`src/rtl/wb_cmu_arbiter_if.sv`:
```
// One Wishbone link (classic pipelined-core CMU flavour).
// "master" is the side that starts cycles; "slave" answers them.
interface wb_cmu_arbiter_if;
    logic        cyc;
    logic        stb;
    logic        we;
    logic [31:2] addr;
    logic [2:0]  cti;
    logic [1:0]  bte;
    logic [3:0]  sel;
    logic [31:0] wdata;
    logic [31:0] rdata;
    logic        ack;
    logic        err;

    modport master (
        output cyc, stb, we, addr, cti, bte, sel, wdata,
        input  rdata, ack, err
    );

    modport slave (
        input  cyc, stb, we, addr, cti, bte, sel, wdata,
        output rdata, ack, err
    );
endinterface

```
`src/rtl/wb_cmu_arbiter.sv`:
```
// Two-master Wishbone arbiter: merges the instruction-side and data-side CMU
// ports onto one shared bus. Round-robin on ties, ownership held for the whole
// CYC, and a per-transfer watchdog that turns a hung slave into ERR.
module wb_cmu_arbiter #(
    parameter int unsigned TIMEOUT  = 255,
    parameter int unsigned CNT_BITS = 16
) (
    input  logic             clk,
    input  logic             rst,
    wb_cmu_arbiter_if.slave  icmu,
    wb_cmu_arbiter_if.slave  dcmu,
    wb_cmu_arbiter_if.master wb,
    output logic [1:0]       grant_o
);
    // Encoding doubles as the grant_o debug value.
    typedef enum logic [1:0] {
        IDLE  = 2'b00,
        OWN_I = 2'b01,
        OWN_D = 2'b10
    } state_t;

    localparam logic [CNT_BITS-1:0] CNT_LAST = CNT_BITS'(TIMEOUT - 1);

    state_t              state_q, state_d;
    logic                last_q, last_d;    // 1: dcmu owned the bus last
    logic [CNT_BITS-1:0] cnt_q, cnt_d;
    logic                own_cyc, own_stb;
    logic                stall, tmo;

    // Owner's cyc/stb, taken from the registered state so raw requests never leak
    always_comb begin
        own_cyc = 1'b0;
        own_stb = 1'b0;
        case (state_q)
            OWN_I: begin
                own_cyc = icmu.cyc;
                own_stb = icmu.stb;
            end
            OWN_D: begin
                own_cyc = dcmu.cyc;
                own_stb = dcmu.stb;
            end
            default: ;
        endcase
    end

    assign stall = own_cyc & own_stb & ~wb.ack & ~wb.err;
    assign tmo   = (cnt_q == CNT_LAST) & own_stb & ~wb.ack & ~wb.err;

    // Bus and response steering; the non-owner always sees zeros
    always_comb begin
        wb.cyc     = 1'b0;
        wb.stb     = 1'b0;
        wb.we      = 1'b0;
        wb.addr    = '0;
        wb.cti     = '0;
        wb.bte     = '0;
        wb.sel     = '0;
        wb.wdata   = '0;
        icmu.rdata = '0;
        icmu.ack   = 1'b0;
        icmu.err   = 1'b0;
        dcmu.rdata = '0;
        dcmu.ack   = 1'b0;
        dcmu.err   = 1'b0;
        case (state_q)
            OWN_I: begin
                wb.cyc     = icmu.cyc;
                wb.stb     = icmu.stb;
                wb.we      = icmu.we;
                wb.addr    = icmu.addr;
                wb.cti     = icmu.cti;
                wb.bte     = icmu.bte;
                wb.sel     = icmu.sel;
                wb.wdata   = icmu.wdata;
                icmu.rdata = wb.rdata;
                icmu.ack   = wb.ack & icmu.stb;
                icmu.err   = (wb.err | tmo) & icmu.stb;
            end
            OWN_D: begin
                wb.cyc     = dcmu.cyc;
                wb.stb     = dcmu.stb;
                wb.we      = dcmu.we;
                wb.addr    = dcmu.addr;
                wb.cti     = dcmu.cti;
                wb.bte     = dcmu.bte;
                wb.sel     = dcmu.sel;
                wb.wdata   = dcmu.wdata;
                dcmu.rdata = wb.rdata;
                dcmu.ack   = wb.ack & dcmu.stb;
                dcmu.err   = (wb.err | tmo) & dcmu.stb;
            end
            default: ;
        endcase
    end

    // Arbitration and watchdog next-state; a release hands straight to a waiting master
    always_comb begin
        state_d = state_q;
        last_d  = last_q;
        unique case (state_q)
            IDLE: begin
                if (icmu.cyc && (!dcmu.cyc || last_q)) begin
                    state_d = OWN_I;
                end else if (dcmu.cyc) begin
                    state_d = OWN_D;
                end
            end
            OWN_I: begin
                if (!icmu.cyc) begin
                    last_d  = 1'b0;
                    state_d = dcmu.cyc ? OWN_D : IDLE;
                end
            end
            OWN_D: begin
                if (!dcmu.cyc) begin
                    last_d  = 1'b1;
                    state_d = icmu.cyc ? OWN_I : IDLE;
                end
            end
            default: state_d = IDLE;
        endcase
        cnt_d = (stall && !tmo && (state_d == state_q)) ? cnt_q + 1'b1 : '0;
    end

    // State, round-robin memory and watchdog registers
    always_ff @(posedge clk or negedge rst) begin
        if (!rst) begin
            state_q <= IDLE;
            last_q  <= 1'b1;
            cnt_q   <= '0;
        end else begin
            state_q <= state_d;
            last_q  <= last_d;
            cnt_q   <= cnt_d;
        end
    end

    assign grant_o = state_q;
endmodule

```
`src/flat_wrapper.sv`:
```
// flat-port wrapper written by rule: the top's interface ports become plain ports
module wb_cmu_arbiter_flat 
#(
    parameter int unsigned TIMEOUT  = 255,
    parameter int unsigned CNT_BITS = 16
)
  (clk, rst, grant_o, icmu_cyc, icmu_stb, icmu_we, icmu_addr, icmu_cti, icmu_bte, icmu_sel, icmu_wdata, icmu_rdata, icmu_ack, icmu_err, dcmu_cyc, dcmu_stb, dcmu_we, dcmu_addr, dcmu_cti, dcmu_bte, dcmu_sel, dcmu_wdata, dcmu_rdata, dcmu_ack, dcmu_err, wb_cyc, wb_stb, wb_we, wb_addr, wb_cti, wb_bte, wb_sel, wb_wdata, wb_rdata, wb_ack, wb_err);
  wb_cmu_arbiter_if icmu_i ();
  wb_cmu_arbiter_if dcmu_i ();
  wb_cmu_arbiter_if wb_i ();
  input  logic clk;
  input  logic rst;
  output logic [1:0] grant_o;
  input wire logic [$bits(icmu_i.cyc)-1:0] icmu_cyc;
  input wire logic [$bits(icmu_i.stb)-1:0] icmu_stb;
  input wire logic [$bits(icmu_i.we)-1:0] icmu_we;
  input wire logic [$bits(icmu_i.addr)-1:0] icmu_addr;
  input wire logic [$bits(icmu_i.cti)-1:0] icmu_cti;
  input wire logic [$bits(icmu_i.bte)-1:0] icmu_bte;
  input wire logic [$bits(icmu_i.sel)-1:0] icmu_sel;
  input wire logic [$bits(icmu_i.wdata)-1:0] icmu_wdata;
  output wire logic [$bits(icmu_i.rdata)-1:0] icmu_rdata;
  output wire logic [$bits(icmu_i.ack)-1:0] icmu_ack;
  output wire logic [$bits(icmu_i.err)-1:0] icmu_err;
  input wire logic [$bits(dcmu_i.cyc)-1:0] dcmu_cyc;
  input wire logic [$bits(dcmu_i.stb)-1:0] dcmu_stb;
  input wire logic [$bits(dcmu_i.we)-1:0] dcmu_we;
  input wire logic [$bits(dcmu_i.addr)-1:0] dcmu_addr;
  input wire logic [$bits(dcmu_i.cti)-1:0] dcmu_cti;
  input wire logic [$bits(dcmu_i.bte)-1:0] dcmu_bte;
  input wire logic [$bits(dcmu_i.sel)-1:0] dcmu_sel;
  input wire logic [$bits(dcmu_i.wdata)-1:0] dcmu_wdata;
  output wire logic [$bits(dcmu_i.rdata)-1:0] dcmu_rdata;
  output wire logic [$bits(dcmu_i.ack)-1:0] dcmu_ack;
  output wire logic [$bits(dcmu_i.err)-1:0] dcmu_err;
  output wire logic [$bits(wb_i.cyc)-1:0] wb_cyc;
  output wire logic [$bits(wb_i.stb)-1:0] wb_stb;
  output wire logic [$bits(wb_i.we)-1:0] wb_we;
  output wire logic [$bits(wb_i.addr)-1:0] wb_addr;
  output wire logic [$bits(wb_i.cti)-1:0] wb_cti;
  output wire logic [$bits(wb_i.bte)-1:0] wb_bte;
  output wire logic [$bits(wb_i.sel)-1:0] wb_sel;
  output wire logic [$bits(wb_i.wdata)-1:0] wb_wdata;
  input wire logic [$bits(wb_i.rdata)-1:0] wb_rdata;
  input wire logic [$bits(wb_i.ack)-1:0] wb_ack;
  input wire logic [$bits(wb_i.err)-1:0] wb_err;
  assign icmu_i.cyc = icmu_cyc;
  assign icmu_i.stb = icmu_stb;
  assign icmu_i.we = icmu_we;
  assign icmu_i.addr = icmu_addr;
  assign icmu_i.cti = icmu_cti;
  assign icmu_i.bte = icmu_bte;
  assign icmu_i.sel = icmu_sel;
  assign icmu_i.wdata = icmu_wdata;
  assign icmu_rdata = icmu_i.rdata;
  assign icmu_ack = icmu_i.ack;
  assign icmu_err = icmu_i.err;
  assign dcmu_i.cyc = dcmu_cyc;
  assign dcmu_i.stb = dcmu_stb;
  assign dcmu_i.we = dcmu_we;
  assign dcmu_i.addr = dcmu_addr;
  assign dcmu_i.cti = dcmu_cti;
  assign dcmu_i.bte = dcmu_bte;
  assign dcmu_i.sel = dcmu_sel;
  assign dcmu_i.wdata = dcmu_wdata;
  assign dcmu_rdata = dcmu_i.rdata;
  assign dcmu_ack = dcmu_i.ack;
  assign dcmu_err = dcmu_i.err;
  assign wb_cyc = wb_i.cyc;
  assign wb_stb = wb_i.stb;
  assign wb_we = wb_i.we;
  assign wb_addr = wb_i.addr;
  assign wb_cti = wb_i.cti;
  assign wb_bte = wb_i.bte;
  assign wb_sel = wb_i.sel;
  assign wb_wdata = wb_i.wdata;
  assign wb_i.rdata = wb_rdata;
  assign wb_i.ack = wb_ack;
  assign wb_i.err = wb_err;
  wb_cmu_arbiter #(.TIMEOUT(TIMEOUT), .CNT_BITS(CNT_BITS)) u_core (.clk(clk), .rst(rst), .icmu(icmu_i), .dcmu(dcmu_i), .wb(wb_i), .grant_o(grant_o));
endmodule
```
`config.mk`:
```
export PLATFORM = sky130hd
export DESIGN_NAME = wb_cmu_arbiter_flat
export DESIGN_NICKNAME = d
export VERILOG_FILES = /design/src/rtl/wb_cmu_arbiter_if.sv /design/src/rtl/wb_cmu_arbiter.sv /design/src/flat_wrapper.sv
export SDC_FILE = /design/constraint.sdc
export NUM_CORES = 1
export LEC_CHECK = 0
export ABC_AREA = 0
export BUFFER_PORTS_ARGS = -buffer_cell sky130_fd_sc_hd__clkbuf_2
export CORE_AREA = 2 2 128 130
export DETAILED_ROUTE_END_ITERATION = 12
export DIE_AREA = 0 0 130 132
export GPL_TIMING_DRIVEN = 0
export PLACE_DENSITY = 0.45
export SYNTH_ARGS = -nofsm -noshare
export SYNTH_HDL_FRONTEND = slang
export SYNTH_SLANG_ARGS = --single-unit
```
`constraint.sdc`:
```
create_clock -name clk -period 3.9 [get_ports clk]
set_input_delay 0.78 -clock clk [delete_from_list [all_inputs] [get_ports clk]]
set_output_delay 0.78 -clock clk [all_outputs]
set_load 0.01 [all_outputs]
```
* After elaboration in Yosys (flattened, before gate mapping) *
Index checks and enable logic that the tools add are counted.

operators by class
  $mul = 0
  muxes and demuxes = 25
  reductions and logical operators = 9
  bitwise logic cells = 13
  order comparisons = 0
  $add $sub $neg = 1
  eq/ne operators = 6
  div/mod/pow operators = 0
  shift-type cells = 0

operators by type and width
  cell                   number
  $mux 32                2
  $pmux 32 s2            1
  $pmux 30 s2            1
  $add 16x1->16 const B  1
  $eq 16x8->1 const B    1
  $mux 16                1
  $and 1x1->1            10
  $mux 2                 5
  $pmux 1 s2             4
  $pmux 4 s2             1
  $mux 1                 7
  $pmux 2 s3             1
  $pmux 3 s2             1
  $ne 2x2->1 const B     2
  $pmux 2 s2             1
  $logic_and 1x1->1      3
  $reduce_and 3->1       1
  $eq 2x1->1 const B     1
  $eq 2x2->1             1
  $eq 2x2->1 const B     1
  $logic_not 1->1        2
  $logic_not 2->1        1
  $not 1->1              2
  $reduce_bool 2->1      1
  2 further kinds        2

storage, ports and cells
  word-level logic and storage cells = 57
  input port bits = 184
  output and inout port bits = 144
  bits in latches = 0
  memories kept = 0
  memory bits (writable) = 0
  ROM bits = 0
  bits in registers = 19

* Logic depth before layout (Yosys ltp) *
Gate-level depths: netlist (run 1).

  word-level depth = 9
  depth in mapped cells = 10
  depth with buffers taken out = 7

* Worst setup path before layout (run 1) *
No wires, ideal clock.

  path kind = reg2out
  start point = reg u_core.state_q[0], in the netlist u_core.grant_o[0]
  end point = out wb_wdata[0]
  stages on the path, launching flop included = 8
  path buffers = 3
  setup slack = 1.301 ns
  data required time = 3.120 ns
  arrival time = 1.819 ns
  path through = dfrtp_1 -> inv_1 -> ha_1 -> buf_2 -> clkbuf_1 -> clkbuf_1 -> a22oi_1 -> nor2_1

on the way
  word-level cells in the longest chain between the ends = 2
  elaborated cells on any way between the ends = 3
  those cells by class = 2 x eq/ne; 1 x mux

RTL lines
  what                                             line                   text
  start, declared                                  wb_cmu_arbiter.sv:24   state_t state_q, state_d;
  start signal, assigned                           wb_cmu_arbiter.sv:133  state_q <= state_d;
  $eq 2x2->1 / $eq 2x1->1 (equally long branches)  wb_cmu_arbiter.sv:66   case (state_q)
  $pmux 32 s2 *                                    wb_cmu_arbiter.sv:66
  end, declared                                    flat_wrapper.sv:43     output wire logic [$bits(wb_i.wdata)-1:0] wb_wdata;

Mark *: on every way between the ends. The rest lies on a longest branch, timed or not.

* Worst setup path after layout (run 1) *
  start point = reg u_core.state_q[0], in the netlist u_core.grant_o[0]
  end point = out wb_wdata[30]

Same word-level chain as after synthesis.

==> results of run 1 <==
## worst max-delay path, delay by kind of cell (launching register included)
kind	cells	cell delay, ns
DFF	1	0.48
buffers and inverters	5	1.40
adders and majority gates	1	0.24
AOI/OAI and AO/OA	1	0.19
and+or+nand+nor	1	0.13
## power breakdown
| group | switching (W) | total [W] | internal, W | leakage [nW] |
|---|---|---|---|---|
| clock | 0.0000717 | 0.000211 | 0.000139 | 0.0382 |
| combinational | 0.00133 | 0.00210 | 0.000774 | 2.13 |
| sequential | 0.0000281 | 0.000242 | 0.000214 | 0.259 |
## sequential cells by signal (all words and copies together) (netlist names)
register,cells
u_core.cnt_q,16
u_core.grant_o,2
u_core.last_q,1
## worst paths after layout
kind	endpoint	cells past startpoint	slack, ns
max in group asynchronous	u_core.last_q$_DFFE_PN1P_	1	3.06
worst min-delay path	u_core.cnt_q[6]$_DFF_PN0_	1	0.48
min in group clk	u_core.cnt_q[0]$_DFF_PN0_	1	0.51
worst min register to register	u_core.cnt_q[0]$_DFF_PN0_	1	0.51
worst max register to register	u_core.cnt_q[13]$_DFF_PN0_	9	1.42
worst max-delay path	wb_wdata[30]	8	0.42
## repair_timing
item	4_1_cts	5_1_grt
setup buffers	0	0
gates resized for setup	0	2
setup endpoints to repair	0	5
hold buffers	0	0
## layout make-up
class | instances | area (sq um) | area share [%]
timing repair buffer | 326 | 1630 | 36.2
buffer | 35 | 154 | 3.42
multi-input combinational | 312 | 1870 | 41.5
tap | 216 | 270 | 6.00
inverter | 6 | 22.5 | 0.500
sequential | 19 | 477 | 10.6
clock buffer | 4 | 78.8 | 1.75
## per-layer routing
metal	wire length (microns)	track usage, %	up-vias	share of wire, %
met5	0	0	-	0
met4	240	3.70	0	1.7
met3	927	2.15	12	6.4
met2	7110	27.7	172	49
met1	6200	21.3	1789	43
li1	-	-	1950	-
## cells by family after synthesis
logic type,Yosys count,synth area share (%)
AOI/OAI and AO/OA,91,26.7
and+or+nand+nor,199,38.7
adders and majority gates,7,3.47
muxes,1,0.397
buffers and inverters,41,6.95
DFF,19,18.9
xor gates and xnor gates,14,4.86
## cell usage in the layout, fill, tap and decap left out, types with 5 or more instances in the layout
| cell | instances |
|---|---|
| nand2_1 | 7 |
| nand4_1 | 5 |
| a21oi_1 | 7 |
| clkbuf_2 | 327 |
| xor2_1 | 8 |
| and2_1 | 65 |
| a22oi_1 | 73 |
| inv_1 | 6 |
| clkbuf_1 | 22 |
| ha_1 | 7 |
| buf_1 | 8 |
| nand3_1 | 7 |
| dfrtp_1 | 18 |
| nor2_1 | 100 |
| xnor2_1 | 6 |
## per-stage QoR
step	hold slack (ns)	total power [W]	worst slack, ns	area, sq um
3_3_place_gp	0.499	0.00238	0.314	4420
3_5_place_dp	0.506	0.00236	0.325	4420
4_1_cts	0.505	0.00258	0.0481	4500
2_1_floorplan	0.468	0.00146	1.30	2520
5_1_grt	0.532	0.00279	0.207	4500
6_report	0.483	0.00255	0.417	4500
==> flow_metrics.tcl, run 1 <==
set metrics [dict create \
    slew_viol_final 0 \
    first_pass_iters 5 \
    h-tree-depth 1 \
    post-route-util_pct 28.7 \
    cp.required_ns 3.12 \
    synthTopCellsByCount "100 x nor2_1, 73 x a22oi_1, 65 x and2_1" \
    place_hpwl_microns 12500 \
    cp_slowest_cell "dfrtp_1" \
    cts.clk_slew.worst_paths_ns 0.05 \
    track_usage_pct 16.1 \
    cts_buffer_depth 2 \
    synth-main-ff-cell "dfrtp_1" \
    max_cap_viol_count 0 \
    cts_tree "done" \
    num_io_pins 328 \
    worst_setup_path_start_kind "flop" \
    synth-edff-count 0 \
    drc_errors 0 \
    cts_root_buffer "clkbuf_16" \
    grt_pass1_wl_microns 22000 \
    p_per_area_nw_per_um2 567 \
    fp.dieW_microns 130 \
    worstPathMaxFanout 10 \
    ys_types 37 \
    crit_type "reg2out" \
    slew-limit-headroom_pct 57.1 \
    ant_nets 0 \
    grt_overflow_total 0 \
    ys_seq_area_share_pct 18.9 \
    fin_skew_ns 0.000736 \
    grt_max_degree 20 \
    fin_crit_ns 3.48 \
    finalSetupViolCount 0 \
    yosys.area.top_type_share_pct 21.7 \
    fin_tns_setup_ns 0 \
    die-area_sq_um 17200 \
    dp_cells 914 \
    syn2layout_area_growth_pct 78.6 \
    cp.arrival_ns 2.70 \
    n_fill_cell 1797 \
    ir_worst_vdd_v 0.000217 \
    num_rows 46 \
    async_reset_ff_share_pct 100 \
    status "finished, final reports clean" \
    synthCells 372 \
    rsz0062_at_grt "no" \
    finalHoldViolations 0 \
    via_count 3923 \
    synth_nets 563 \
    antenna_found_initial 0 \
    synth_area_sq_um 2520 \
    path_common_cell "clkbuf_2" \
    synth.most_common_cell "nor2_1" \
    timing.rr.start "u_core.grant_o[0]$_DFF_PN0_" \
    cp-startpoint "u_core.grant_o[0]$_DFF_PN0_" \
    p_leak_nw 2.43 \
    finalWirelength_microns 14500 \
    first_iter_violations 283 \
    stdcell_count 918 \
    cp-end-kind "output pin" \
    worst_slew_pin_slew_ns 0.643 \
    start_util_pct 16.0 \
    via_per_inst 4.27 \
    fin_crit_sh_pct 89.3 \
    routabilityCongestion 0.854 \
    fmax_ghz 0.287 \
    ys_top_cells_by_area "a22oi_1 22%, dfrtp_1 18%, and2_1 16%" \
    yosysWarningCount 0 \
    crit_chain "inv_1 > ha_1 > buf_2 > clkbuf_1 > clkbuf_2 > a22oi_1 > nor2_1 > clkbuf_2" \
    grt_pass1_vias 3938 \
    die_h_microns 132 \
    cts_buffers 3 \
    core_sq_um 15700 \
    nets 894 \
    ys_ff_latch 19 \
    clk_latency_ns 0.25 \
    layout-drive-gt1-share_pct 48.1 \
    yosysTopAreaCell "a22oi_1" \
    io_buffers 326 \
    antenna_cells 0 \
    wl_per_cell_microns 15.8 \
    hp-class "in2async" \
    clock-sinks 19 \
    syn_avg_cell_area_sq_um 6.78 \
    slowest_delay_ns 0.48 \
]
No activity file was read; power rests on OpenSTA's default activity.
==> inputs of run 2 (changes only) <==
--- a/config.mk
+++ b/config.mk
@@ -11,7 +11,7 @@
 export DETAILED_ROUTE_END_ITERATION = 12
 export DIE_AREA = 0 0 130 132
 export GPL_TIMING_DRIVEN = 0
-export PLACE_DENSITY = 0.45
+export PLACE_DENSITY = 0.57
 export SYNTH_ARGS = -nofsm -noshare
 export SYNTH_HDL_FRONTEND = slang
 export SYNTH_SLANG_ARGS = --single-unit
==> flow_metrics.tcl, run 2 (synthesis gave the netlist of run 1 again) <==
set metrics [dict create \
    grt_pass1_vias 3883 \
    first_iter_violations 250 \
    ant_nets 0 \
    num_rows 46 \
    cts_hold_buffers 0 \
    fin_crit_sh_pct 88.2 \
    nets 893 \
    io_buffers 326 \
    fin_tns_setup_ns 0 \
    clock-sinks 19 \
    hp-class "in2async" \
    grt_max_degree 20 \
    finalWirelength_microns 15100 \
    clk_latency_ns 0.25 \
    cts_tree "done" \
    fin_crit_ns 3.44 \
    cp.arrival_ns 2.66 \
    grt_overflow_total 0 \
    reg2reg_to "u_core.cnt_q[13]$_DFF_PN0_" \
    start_util_pct 16.0 \
    fin_area_sq_um 4500 \
    worstPathMaxFanout 19 \
    finalHoldViolations 0 \
    p_leak_nw 2.43 \
    finalSetupViolCount 0 \
    slowest_delay_ns 0.52 \
    worst_slew_pin_slew_ns 0.629 \
    mostFrequentLayoutCells "327 x clkbuf_2, 100 x nor2_1, 73 x a22oi_1" \
    cp.required_ns 3.12 \
    crit_type "reg2out" \
    grt_pass1_wl_microns 22500 \
    drc_errors 0 \
    place_area_sq_um 4420 \
    routabilityCongestion 0.818 \
    cp_slowest_cell "clkbuf_1" \
    rr_worst_depth 9 \
    fin_skew_ns 0.00416 \
    fmax_ghz 0.291 \
    fp.dieW_microns 130 \
    largest_reg_flops 16 \
    cts_root_buffer "clkbuf_16" \
    final_common_cell "clkbuf_2" \
    crit_buf_inv 4 \
    worst_setup_path_start_kind "flop" \
    crit_chain "inv_1 > ha_1 > buf_2 > clkbuf_1 > a22oi_1 > nor2_1 > clkbuf_2" \
    slew_viol_final 0 \
    layout-drive-gt1-share_pct 48.4 \
    antenna_found_initial 1 \
    antenna_cells 0 \
    r2r_slack_ns 1.17 \
    p_per_area_nw_per_um2 579 \
    first_pass_iters 5 \
    slew-limit-headroom_pct 58.0 \
    syn2layout_area_growth_pct 78.5 \
    cts_buffers 3 \
    h-tree-depth 1 \
    die-area_sq_um 17200 \
    report.power.total_w 0.00261 \
    via_count 4017 \
    max_cap_viol_count 0 \
    cts_buffer_depth 2 \
    cts.clk_slew.worst_paths_ns 0.06 \
    regMostFlops "u_core.cnt_q" \
    die_h_microns 132 \
    rsz0062_at_grt "no" \
    via_per_inst 4.38 \
    wl_per_cell_microns 16.5 \
    core_sq_um 15700 \
    crit_family "buffers and inverters" \
    place_hpwl_microns 13300 \
    ir_worst_vdd_v 0.000219 \
    cp-end-kind "output pin" \
    status "finished, final reports clean" \
    num_io_pins 328 \
    whs_ns 0.470 \
    timing.rr.start "u_core.grant_o[0]$_DFF_PN0_" \
    track_usage_pct 16.9 \
]
run 2: changes by cell type in the layout (fill, tap and decap cells not counted):
cell	before	now
clkbuf_1	22	20
clkinv_2	0	1
run 2: worst max path at each step:
stage,startpoint,end,cells past startpoint
final,u_core.grant_o[0]$_DFF_PN0_,wb_addr[12],7
after CTS,u_core.grant_o[0]$_DFF_PN0_,wb_wdata[4],8
after detailed placement,u_core.grant_o[0]$_DFF_PN0_,wb_wdata[4],8
after global placement,u_core.grant_o[0]$_DFF_PN0_,wb_wdata[4],8
after floorplan,u_core.grant_o[0]$_DFF_PN0_,wb_wdata[0],7
after global routing,u_core.grant_o[1]$_DFF_PN0_,wb_wdata[4],8
run 2: report_power, final:
part	total [W]	switching, W	internal (W)	leakage (nW)
Clock	0.000213	0.0000749	0.000138	0.0409
Sequential	0.000242	0.0000277	0.000214	0.259
Combinational	0.00215	0.00138	0.000773	2.13
Total	0.00261	0.00148	0.00112	2.43
run 2: metal layers:
metal / part of all wire, % / GRT usage (%)
met1: 46 / 24.1
met2: 46 / 26.5
met3: 7.3 / 3.33
met4: 0.79 / 3.41
met5: 0.066 / 0
run 2: metrics by stage:
step / utilization (%) / cells / worst slack, ns
4_1_cts: 28.7 / 918 / 0.156
3_3_place_gp: 28.1 / 914 / 0.156
5_1_grt: 28.6 / 917 / 0.157
6_report: 28.6 / 917 / 0.461
3_5_place_dp: 28.1 / 914 / 0.179
2_1_floorplan: - / 372 / 1.30
run 2: what timing repair did:
item | CTS | global route
setup endpoints to repair | 5 | 1
resized for setup | 1 | 0
setup buffers | 0 | 0
endpoints found under the hold margin | 0 | 0
run 2: final cells by class:
| class | instances | area (sq um) |
|---|---|---|
| well taps | 216 | 270 |
| flip-flops and latches | 19 | 477 |
| clock inverters | 1 | 5.00 |
| clock buffers | 3 | 75.1 |
| plain buffers | 34 | 150 |
| inverters | 6 | 22.5 |
| multi-input cells | 312 | 1870 |
| repair buffers | 326 | 1630 |
| fillers | 1815 | 11200 |
